==> src/rtl/task4_pkg.sv <==
// Shared card, state and 7-segment definitions for the task4 card dealer.
package task4_pkg;

  localparam int unsigned CARD_W  = 4;
  localparam int unsigned SEG_W   = 7;
  localparam int unsigned SCORE_W = 4;

  typedef logic [CARD_W-1:0] card_t;

  localparam card_t CARD_NONE = 4'd0;
  localparam card_t CARD_ACE  = 4'd1;
  localparam card_t CARD_NINE = 4'd9;
  localparam card_t CARD_KING = 4'd13;

  typedef enum logic [2:0] {
    DEAL_P1,
    DEAL_D1,
    DEAL_P2,
    DEAL_D2,
    DONE
  } state_e;

  // One load strobe per dealt card register.
  typedef struct packed {
    logic pcard1;
    logic dcard1;
    logic pcard2;
    logic dcard2;
  } load_t;

  // Active-low segments, bit order gfedcba.
  localparam logic [SEG_W-1:0] SEG_BLANK = 7'b1111111;
  localparam logic [SEG_W-1:0] SEG_ACE   = 7'b0001000;
  localparam logic [SEG_W-1:0] SEG_2     = 7'b0100100;
  localparam logic [SEG_W-1:0] SEG_3     = 7'b0110000;
  localparam logic [SEG_W-1:0] SEG_4     = 7'b0011001;
  localparam logic [SEG_W-1:0] SEG_5     = 7'b0010010;
  localparam logic [SEG_W-1:0] SEG_6     = 7'b0000010;
  localparam logic [SEG_W-1:0] SEG_7     = 7'b1111000;
  localparam logic [SEG_W-1:0] SEG_8     = 7'b0000000;
  localparam logic [SEG_W-1:0] SEG_9     = 7'b0010000;
  localparam logic [SEG_W-1:0] SEG_10    = 7'b1000000;
  localparam logic [SEG_W-1:0] SEG_J     = 7'b1100001;
  localparam logic [SEG_W-1:0] SEG_Q     = 7'b0011000;
  localparam logic [SEG_W-1:0] SEG_K     = 7'b0001001;

  // Pip cards count at face value; no card, tens and faces count zero.
  function automatic card_t card_value(input card_t c);
    return ((c >= CARD_ACE) && (c <= CARD_NINE)) ? c : CARD_NONE;
  endfunction

endpackage

==> src/rtl/card7seg.sv <==
// Card code to active-low 7-segment pattern.
module card7seg
  import task4_pkg::*;
(
  input  card_t              card,
  output logic [SEG_W-1:0]   hex_c
);

  always_comb begin
    hex_c = SEG_BLANK;
    case (card)
      4'd1:    hex_c = SEG_ACE;
      4'd2:    hex_c = SEG_2;
      4'd3:    hex_c = SEG_3;
      4'd4:    hex_c = SEG_4;
      4'd5:    hex_c = SEG_5;
      4'd6:    hex_c = SEG_6;
      4'd7:    hex_c = SEG_7;
      4'd8:    hex_c = SEG_8;
      4'd9:    hex_c = SEG_9;
      4'd10:   hex_c = SEG_10;
      4'd11:   hex_c = SEG_J;
      4'd12:   hex_c = SEG_Q;
      4'd13:   hex_c = SEG_K;
      default: hex_c = SEG_BLANK;
    endcase
  end

endmodule

==> src/rtl/dealcard.sv <==
// Card source: cycles ace..king on every clock, restarting at ace on reset.
module dealcard
  import task4_pkg::*;
(
  input  logic  clk,
  input  logic  rst_n,
  output card_t new_card
);

  card_t new_card_q, new_card_d;

  always_comb begin
    new_card_d = (new_card_q == CARD_KING) ? CARD_ACE : card_t'(new_card_q + 4'd1);
  end

  always_ff @(posedge clk) begin
    if (!rst_n) new_card_q <= CARD_ACE;
    else        new_card_q <= new_card_d;
  end

  assign new_card = new_card_q;

endmodule

==> src/rtl/scorehand.sv <==
// Hand score: sum of three card values modulo 10.
module scorehand
  import task4_pkg::*;
(
  input  card_t               card1,
  input  card_t               card2,
  input  card_t               card3,
  output logic [SCORE_W-1:0]  score_c
);

  logic [4:0] sum_c;

  always_comb begin
    sum_c   = 5'(card_value(card1)) + 5'(card_value(card2)) + 5'(card_value(card3));
    score_c = SCORE_W'(sum_c % 5'd10);
  end

endmodule

==> src/rtl/task4_datapath.sv <==
// Card source, six card registers, display decoders and score adders.
module task4_datapath
  import task4_pkg::*;
(
  input  logic              clk,
  input  logic              rst_n,
  input  load_t             load_c,
  output logic [SEG_W-1:0]  hex0_c,
  output logic [SEG_W-1:0]  hex1_c,
  output logic [SEG_W-1:0]  hex2_c,
  output logic [SEG_W-1:0]  hex3_c,
  output logic [SEG_W-1:0]  hex4_c,
  output logic [SEG_W-1:0]  hex5_c,
  output logic [9:0]        ledr_c
);

  card_t new_card;
  card_t pcard1_q, pcard2_q, pcard3_q, dcard1_q, dcard2_q, dcard3_q;
  card_t pcard1_d, pcard2_d, pcard3_d, dcard1_d, dcard2_d, dcard3_d;
  logic [SCORE_W-1:0] pscore_c, dscore_c;

  dealcard DEL (.clk(clk), .rst_n(rst_n), .new_card(new_card));

  // Third cards are reserved for a later drawing stage and stay empty here.
  always_comb begin
    pcard1_d = load_c.pcard1 ? new_card : pcard1_q;
    dcard1_d = load_c.dcard1 ? new_card : dcard1_q;
    pcard2_d = load_c.pcard2 ? new_card : pcard2_q;
    dcard2_d = load_c.dcard2 ? new_card : dcard2_q;
    pcard3_d = CARD_NONE;
    dcard3_d = CARD_NONE;
  end

  always_ff @(posedge clk) begin
    if (!rst_n) begin
      pcard1_q <= CARD_NONE;
      pcard2_q <= CARD_NONE;
      pcard3_q <= CARD_NONE;
      dcard1_q <= CARD_NONE;
      dcard2_q <= CARD_NONE;
      dcard3_q <= CARD_NONE;
    end else begin
      pcard1_q <= pcard1_d;
      pcard2_q <= pcard2_d;
      pcard3_q <= pcard3_d;
      dcard1_q <= dcard1_d;
      dcard2_q <= dcard2_d;
      dcard3_q <= dcard3_d;
    end
  end

  card7seg u_seg0 (.card(pcard1_q), .hex_c(hex0_c));
  card7seg u_seg1 (.card(pcard2_q), .hex_c(hex1_c));
  card7seg u_seg2 (.card(pcard3_q), .hex_c(hex2_c));
  card7seg u_seg3 (.card(dcard1_q), .hex_c(hex3_c));
  card7seg u_seg4 (.card(dcard2_q), .hex_c(hex4_c));
  card7seg u_seg5 (.card(dcard3_q), .hex_c(hex5_c));

  scorehand u_pscore (.card1(pcard1_q), .card2(pcard2_q), .card3(pcard3_q), .score_c(pscore_c));
  scorehand u_dscore (.card1(dcard1_q), .card2(dcard2_q), .card3(dcard3_q), .score_c(dscore_c));

  assign ledr_c = {2'b00, dscore_c, pscore_c};

endmodule

==> src/rtl/task4_fsm.sv <==
// Deal sequencer: strobes one card register per clock, then parks in DONE.
module task4_fsm
  import task4_pkg::*;
(
  input  logic  clk,
  input  logic  rst_n,
  output load_t load_c
);

  state_e state_q, state_d;

  always_ff @(posedge clk) begin
    if (!rst_n) state_q <= DEAL_P1;
    else        state_q <= state_d;
  end

  always_comb begin
    state_d = state_q;
    load_c  = '0;
    case (state_q)
      DEAL_P1: begin load_c.pcard1 = 1'b1; state_d = DEAL_D1; end
      DEAL_D1: begin load_c.dcard1 = 1'b1; state_d = DEAL_P2; end
      DEAL_P2: begin load_c.pcard2 = 1'b1; state_d = DEAL_D2; end
      DEAL_D2: begin load_c.dcard2 = 1'b1; state_d = DONE;    end
      DONE:    state_d = DONE;
      default: state_d = DEAL_P1;
    endcase
  end

endmodule

==> src/rtl/task4.sv <==
// Board top: KEY[0] is the game clock, KEY[3] the synchronous active-low reset.
module task4
  import task4_pkg::*;
(
  input  logic             CLOCK_50,
  input  logic [3:0]       KEY,
  output logic [9:0]       LEDR,
  output logic [SEG_W-1:0] HEX0,
  output logic [SEG_W-1:0] HEX1,
  output logic [SEG_W-1:0] HEX2,
  output logic [SEG_W-1:0] HEX3,
  output logic [SEG_W-1:0] HEX4,
  output logic [SEG_W-1:0] HEX5
);

  logic  clk;
  logic  rst_n;
  load_t load_c;
  logic  unused_c;

  assign clk      = KEY[0];
  assign rst_n    = KEY[3];
  assign unused_c = ^{CLOCK_50, KEY[2:1]};

  task4_fsm u_fsm (.clk(clk), .rst_n(rst_n), .load_c(load_c));

  task4_datapath dp (
    .clk    (clk),
    .rst_n  (rst_n),
    .load_c (load_c),
    .hex0_c (HEX0),
    .hex1_c (HEX1),
    .hex2_c (HEX2),
    .hex3_c (HEX3),
    .hex4_c (HEX4),
    .hex5_c (HEX5),
    .ledr_c (LEDR)
  );

endmodule

==> config.mk <==
export PLATFORM = sky130hd
export DESIGN_NAME = task4
export DESIGN_NICKNAME = d
export VERILOG_FILES = /design/src/rtl/task4_pkg.sv /design/src/rtl/card7seg.sv /design/src/rtl/dealcard.sv /design/src/rtl/scorehand.sv /design/src/rtl/task4_datapath.sv /design/src/rtl/task4_fsm.sv /design/src/rtl/task4.sv
export SDC_FILE = /design/constraint.sdc
export NUM_CORES = 1
export LEC_CHECK = 0
export BUFFER_PORTS_ARGS = -buffer_cell sky130_fd_sc_hd__buf_2
export CAP_MARGIN = 30
export CORE_AREA = 8 8 87 89
export CTS_CLUSTER_SIZE = 8
export DETAILED_ROUTE_END_ITERATION = 6
export DIE_AREA = 0 0 95 97
export PLACE_DENSITY = 0.76
export SETUP_SLACK_MARGIN = 0.2
export SLEW_MARGIN = 20
export SYNTH_ARGS = -nofsm -noshare
export SYNTH_HDL_FRONTEND = slang
export SYNTH_SLANG_ARGS = --single-unit
==> constraint.sdc <==
create_clock -name KEY -period 7.65 [get_ports KEY]
set_clock_uncertainty 0.05 [all_clocks]
set_input_delay 1.1475 -clock KEY [delete_from_list [all_inputs] [get_ports KEY]]
set_output_delay 1.1475 -clock KEY [all_outputs]
set_load 0.03 [all_outputs]
==> results of run 1 <==
routing by layer:
layer | overflow | global-route usage (%)
met5 | 19 | 72.6
met4 | 561 | 140
met1 | 0 | 29.3
met2 | 2 | 36.9
met3 | 201 | 85.3
synth_stat cells, types with 3 or more instances:
cell type  count  share of area [%]
dfxtp_1       51                 31
ha_1          38                 15
inv_1         37                4.2
mux2i_1       21                6.4
a21oi_1       19                2.9
buf_4         18                4.1
nor2_1        18                2.1
o21ai_0       17                2.6
nand2b_1      14                2.7
nand2_1       10                1.1
o21ai_1        9                1.4
nor2b_1        8                1.5
o22ai_1        6                1.1
xnor2_1        6                1.6
and2_1         5               0.96
inv_2          5               0.57
nor3_1         5               0.76
clkbuf_1       4               0.46
mux2_2         4                1.4
mux4_2         4                2.8
nand3_1        4               0.61
nor3b_1        4               0.92
a211oi_1       3               0.69
a21o_1         3               0.69
a221oi_1       3               0.80
buf_2          3               0.46
o21a_1         3               0.69
xor2_1         3               0.80
kinds of logic after synthesis:
logic type / count (synthesis)
AND/OR/NAND/NOR: 82
AO/OA/AOI/OAI: 73
buffers and inverters: 70
flip-flops: 51
adder cells (fa/ha/maj): 40
multiplexers: 30
XOR/XNOR: 9
other: 2
through the flow:
step,hold WS [ns],util [%]
after floorplan,0.131,-
after global placement,0.0582,55.0
after detailed placement,0.0582,55.0
after CTS,0.156,97.8
==> results.md, run 1 <==
- Outcome: stopped before the end
- Last stage: 5_1_grt
- First error: [ERROR GRT-0116] Global routing finished with congestion. Check the congestion regions in the DRC Viewer.
- Mux contribution to synthesized area: 10.9%
- Register area share after synthesis: 31.2%
- DP Worst Slack: 2.73 ns
- Width of the die: 95 um
- Largest family of logic cells by synthesized area: adder cells
- Adder-cell share of the synthesized area: 15.7%
- GR Util All Layers: 58.7%
- Post-CTS Hold Fix Bufs: 0
- Vias in the first global route: 7,730
- I/O Buffers: 36
- Post-DP HPWL: 4.60 mm
- Synth cell types: 52
- Row count: 29
- Top Ports: 57
- Post-Synthesis Cell Area: 3270 um^2
- Warnings, synthesis: 0
- Dpl cell area: 3410 um^2
- Top FF cell, synth: dfxtp_1
- CTS resizes: 0
- Largest net degree at the start of global routing: 16
- First-pass GRT wire length: 40.0 mm
- Die Y: 97 um
- XOR/XNOR share of the synthesized area: 2.41%
- Starting Density: 52.8%
- RD Place Congestion: 0.791
- Number of synthesized flops with an enable pin: 0
- Post-synthesis register bit count: 51
- GRT overflow: 783
- FFs w/ async S/R, synth: 0%
- Setup Buffers After CTS: 0
- Syn Inst Count: 357
- Synth Area per Inst: 9.17 um^2
- Simple-gate area share of the yosys netlist: 15.0%
- Cells after DPL: 457
- Synth Area in Compound Gates: 13.8%
==> run 2, diff against run 1 <==
Settings changed: CORE_AREA 8 8 87 89 to 8 8 100 102, CTS_CLUSTER_SIZE 8 to not set, DIE_AREA 0 0 95 97 to 0 0 108 110, PLACE_DENSITY 0.76 to not set, PLACE_DENSITY_LB_ADDON set to 0.15, SETUP_SLACK_MARGIN 0.2 to not set.
==> run 2 against run 1 <==
- the flow now finishes, with violations (design-rule violations)
- synthesized area is the same
- synthesized cell count is the same
==> results.md, run 2 <==
- DRT Pass-1 Iters: 7
- Violated checks: design-rule violations
- Synth cell types: 52
- Largest net degree at the start of global routing: 15
- DRT iter0 DRCs: 268
- CTS resizes: 0
- Max cap viols: 0
- Post-Synthesis Cell Area: 3270 um^2
- I/O Buffers: 36
- Most frequent cells after synthesis: 51 x dfxtp_1, 38 x ha_1, 37 x inv_1, 21 x mux2i_1, 19 x a21oi_1
- CP peak stage delay: 0.46 ns
- Number of synthesized flops with an enable pin: 0
- Family with the most delay on the worst path: buffers and inverters
- Final hold violations: 0
- CP endpoint: dp.u_seg4.hex_c[4]
- Row count: 34
- Most frequent cells in the layout: 148 x clkbuf_8, 63 x inv_1, 51 x dfxtp_1
- Critical Path RT: 7.87 ns
- Initial antenna violation count: 0
- Total Nets Final: 633
- Critical path depth: 13
- Adder-cell share of the synthesized area: 15.7%
- Outcome: complete, but fails checks
- Final Non-Filler Cells: 728
- Reg2reg end: dp.u_seg3.hex_c[4]
- Final setup vio count: 0
- Syn Inst Count: 357
- Setup slack, reg-to-reg: 4.69 ns
- Worst reg-to-reg path cell count: 12
- Drt via density: 5.06
- First-pass GRT wire length: 20.7 mm
- GRT overflow: 0
- Count leader, synth: dfxtp_1
- Synth Area in Compound Gates: 13.8%
- Post-CTS Hold Fix Bufs: 0
- DR WL/cell: 17.1 um
- RD Place Congestion: 0.774
- Worst slew margin: 48.9%
- Inserted Diodes: 0
- Synth top area cells: dfxtp_1 31%, ha_1 15%, mux2i_1 6.4%, inv_1 4.2%, buf_4 4.1%
- Hold Crit Class: clk2reg
- Critical path class: clk2reg
- RSZ-0062 raised after global routing: false
- Final Slew Violations: 0
- Most common cell after layout, fill and taps aside: clkbuf_8
- Crit path from: KEY[3]
- Total number of vias: 3,687
- Peak VDD IR: 459 uV
- CTS tree: built
- LEAKAGE: 3.23 nW
- Worst path arrival time: 5.85 ns
- # DRC: 1
- Vias in the first global route: 5,568
- Setup Buffers After CTS: 0
- Worst Setup Start Kind: clock port
- Top Ports: 57
- Leading area contributor after synthesis: dfxtp_1
- Fill cell count: 578
- Clock latency on the worst-skew pair: 0.31 ns
- Area Growth Syn to Fin: 85.0%
- FFs w/ async S/R, synth: 0%
- Buf/Inv on CP: 10
- Post-synthesis register bit count: 51
- Worst Setup End Kind: flop
- CORE AREA: 8470 um^2
- Clk pin slew, worst setup/hold paths: 0.10 ns
- GR Util All Layers: 24.0%
- Worst R2R Start: u_fsm.state_q[0]
- Power, Total: 4.11 mW
- Worst Path Max Fanout: 5
- Slew @ Worst Pin: 0.763 ns
- WL final: 12.4 mm
- Final ANT Viol Nets: 0
- Post-DP HPWL: 4.71 mm
- Largest family of logic cells by synthesized area: adder cells
- Simple-gate area share of the yosys netlist: 15.0%
- Setup TNS: 0 ns
- Die area: 11,900 um^2
- Mux contribution to synthesized area: 10.9%
- Width of the die: 108 um
- Cells after DPL: 488
- Warnings, synthesis: 0
- Register area share after synthesis: 31.2%
- Cell Chain, Critical Path: clkbuf_8, clkbuf_8, clkbuf_16, nand2b_1, clkbuf_8, clkbuf_8, clkbuf_8, inv_1, ha_1, clkbuf_8, clkbuf_8, mux4_2, inv_1
- Top FF cell, synth: dfxtp_1
- Pwr dens: 679 nW/um^2
- XOR/XNOR share of the synthesized area: 2.41%
- Layout cells sized above 1: 41.8%
- Die Y: 110 um
- Share of the synthesized area in the top cell type: 31.2%
- Most frequent CP cell: clkbuf_8
- CP max-delay cell: mux4_2
- Starting Density: 38.7%
- Synth Area per Inst: 9.17 um^2
-- run 2: cell counts after synthesis --
Identical to the previous run, type by type.
-- run 2: metal layers --
layer	vias up	GRT usage (%)	part of all wire, %
met5	-	5.88	0
met4	0	39.6	4.3
met3	69	27.8	10
met2	234	31.7	52
met1	1718	11.6	33
li1	1666	-	-
-- run 2: stage by stage --
| step | util, % | worst slack [ns] | hold WS (ns) | area (um^2) |
|---|---|---|---|---|
| after global placement | 40.8 | 2.73 | 0.0582 | 3450 |
| after CTS | 71.5 | 1.97 | 0.131 | 6060 |
| after floorplan | - | 2.52 | 0.131 | 3330 |
| after global routing | 71.5 | 1.95 | 0.144 | 6060 |
| final | 71.5 | 2.02 | 0.130 | 6060 |
| after detailed placement | 40.8 | 2.73 | 0.0582 | 3450 |
-- run 2: power breakdown --
part	leakage, nW	total, mW	switching, mW	internal [mW]
clock network	2.11	3.80	1.47	2.33
registers	0.439	0.297	0	0.297
logic	0.682	0.0106	0.0106	0
-- run 2: cell type report --
class | instances | area [um^2] | share of cell area (%)
clock buffers | 170 | 2230 | 36.8
multi-input cells | 250 | 1950 | 32.3
flip-flops and latches | 51 | 1020 | 16.9
clock inverters | 104 | 503 | 8.31
repair buffers | 36 | 180 | 2.98
well taps | 108 | 135 | 2.23
inverters | 9 | 33.8 | 0.558
-- run 2: logic make-up after synthesis --
kind of cell	Yosys count
AOI/OAI and AO/OA	73
xor gates and xnor gates	9
adders and majority gates	40
buffers and inverters	70
DFF	51
muxes	30
other	2
and+or+nand+nor	82
-- run 2: how the worst min path moves through the flow --
stage                start                 end  slack (ns)  cells past startpoint
floorplan           KEY[3]      dp.pcard2_q[2]        0.13                      2
CTS                 KEY[3]  dp.DEL.new_card[0]        0.13                      4
global placement    KEY[3]  dp.DEL.new_card[0]        0.06                      1
detailed placement  KEY[3]  dp.DEL.new_card[0]        0.06                      1
global route        KEY[3]  dp.DEL.new_card[0]        0.14                      4
finish              KEY[3]  dp.DEL.new_card[0]        0.13                      4
-- run 2: worst min-delay path: stages --
cell and delay (ns):
clkbuf_8 0.12, clkbuf_8 0.14, clkbuf_16 0.13, nand3_1 0.06
Power figures use the tool's default switching activity.
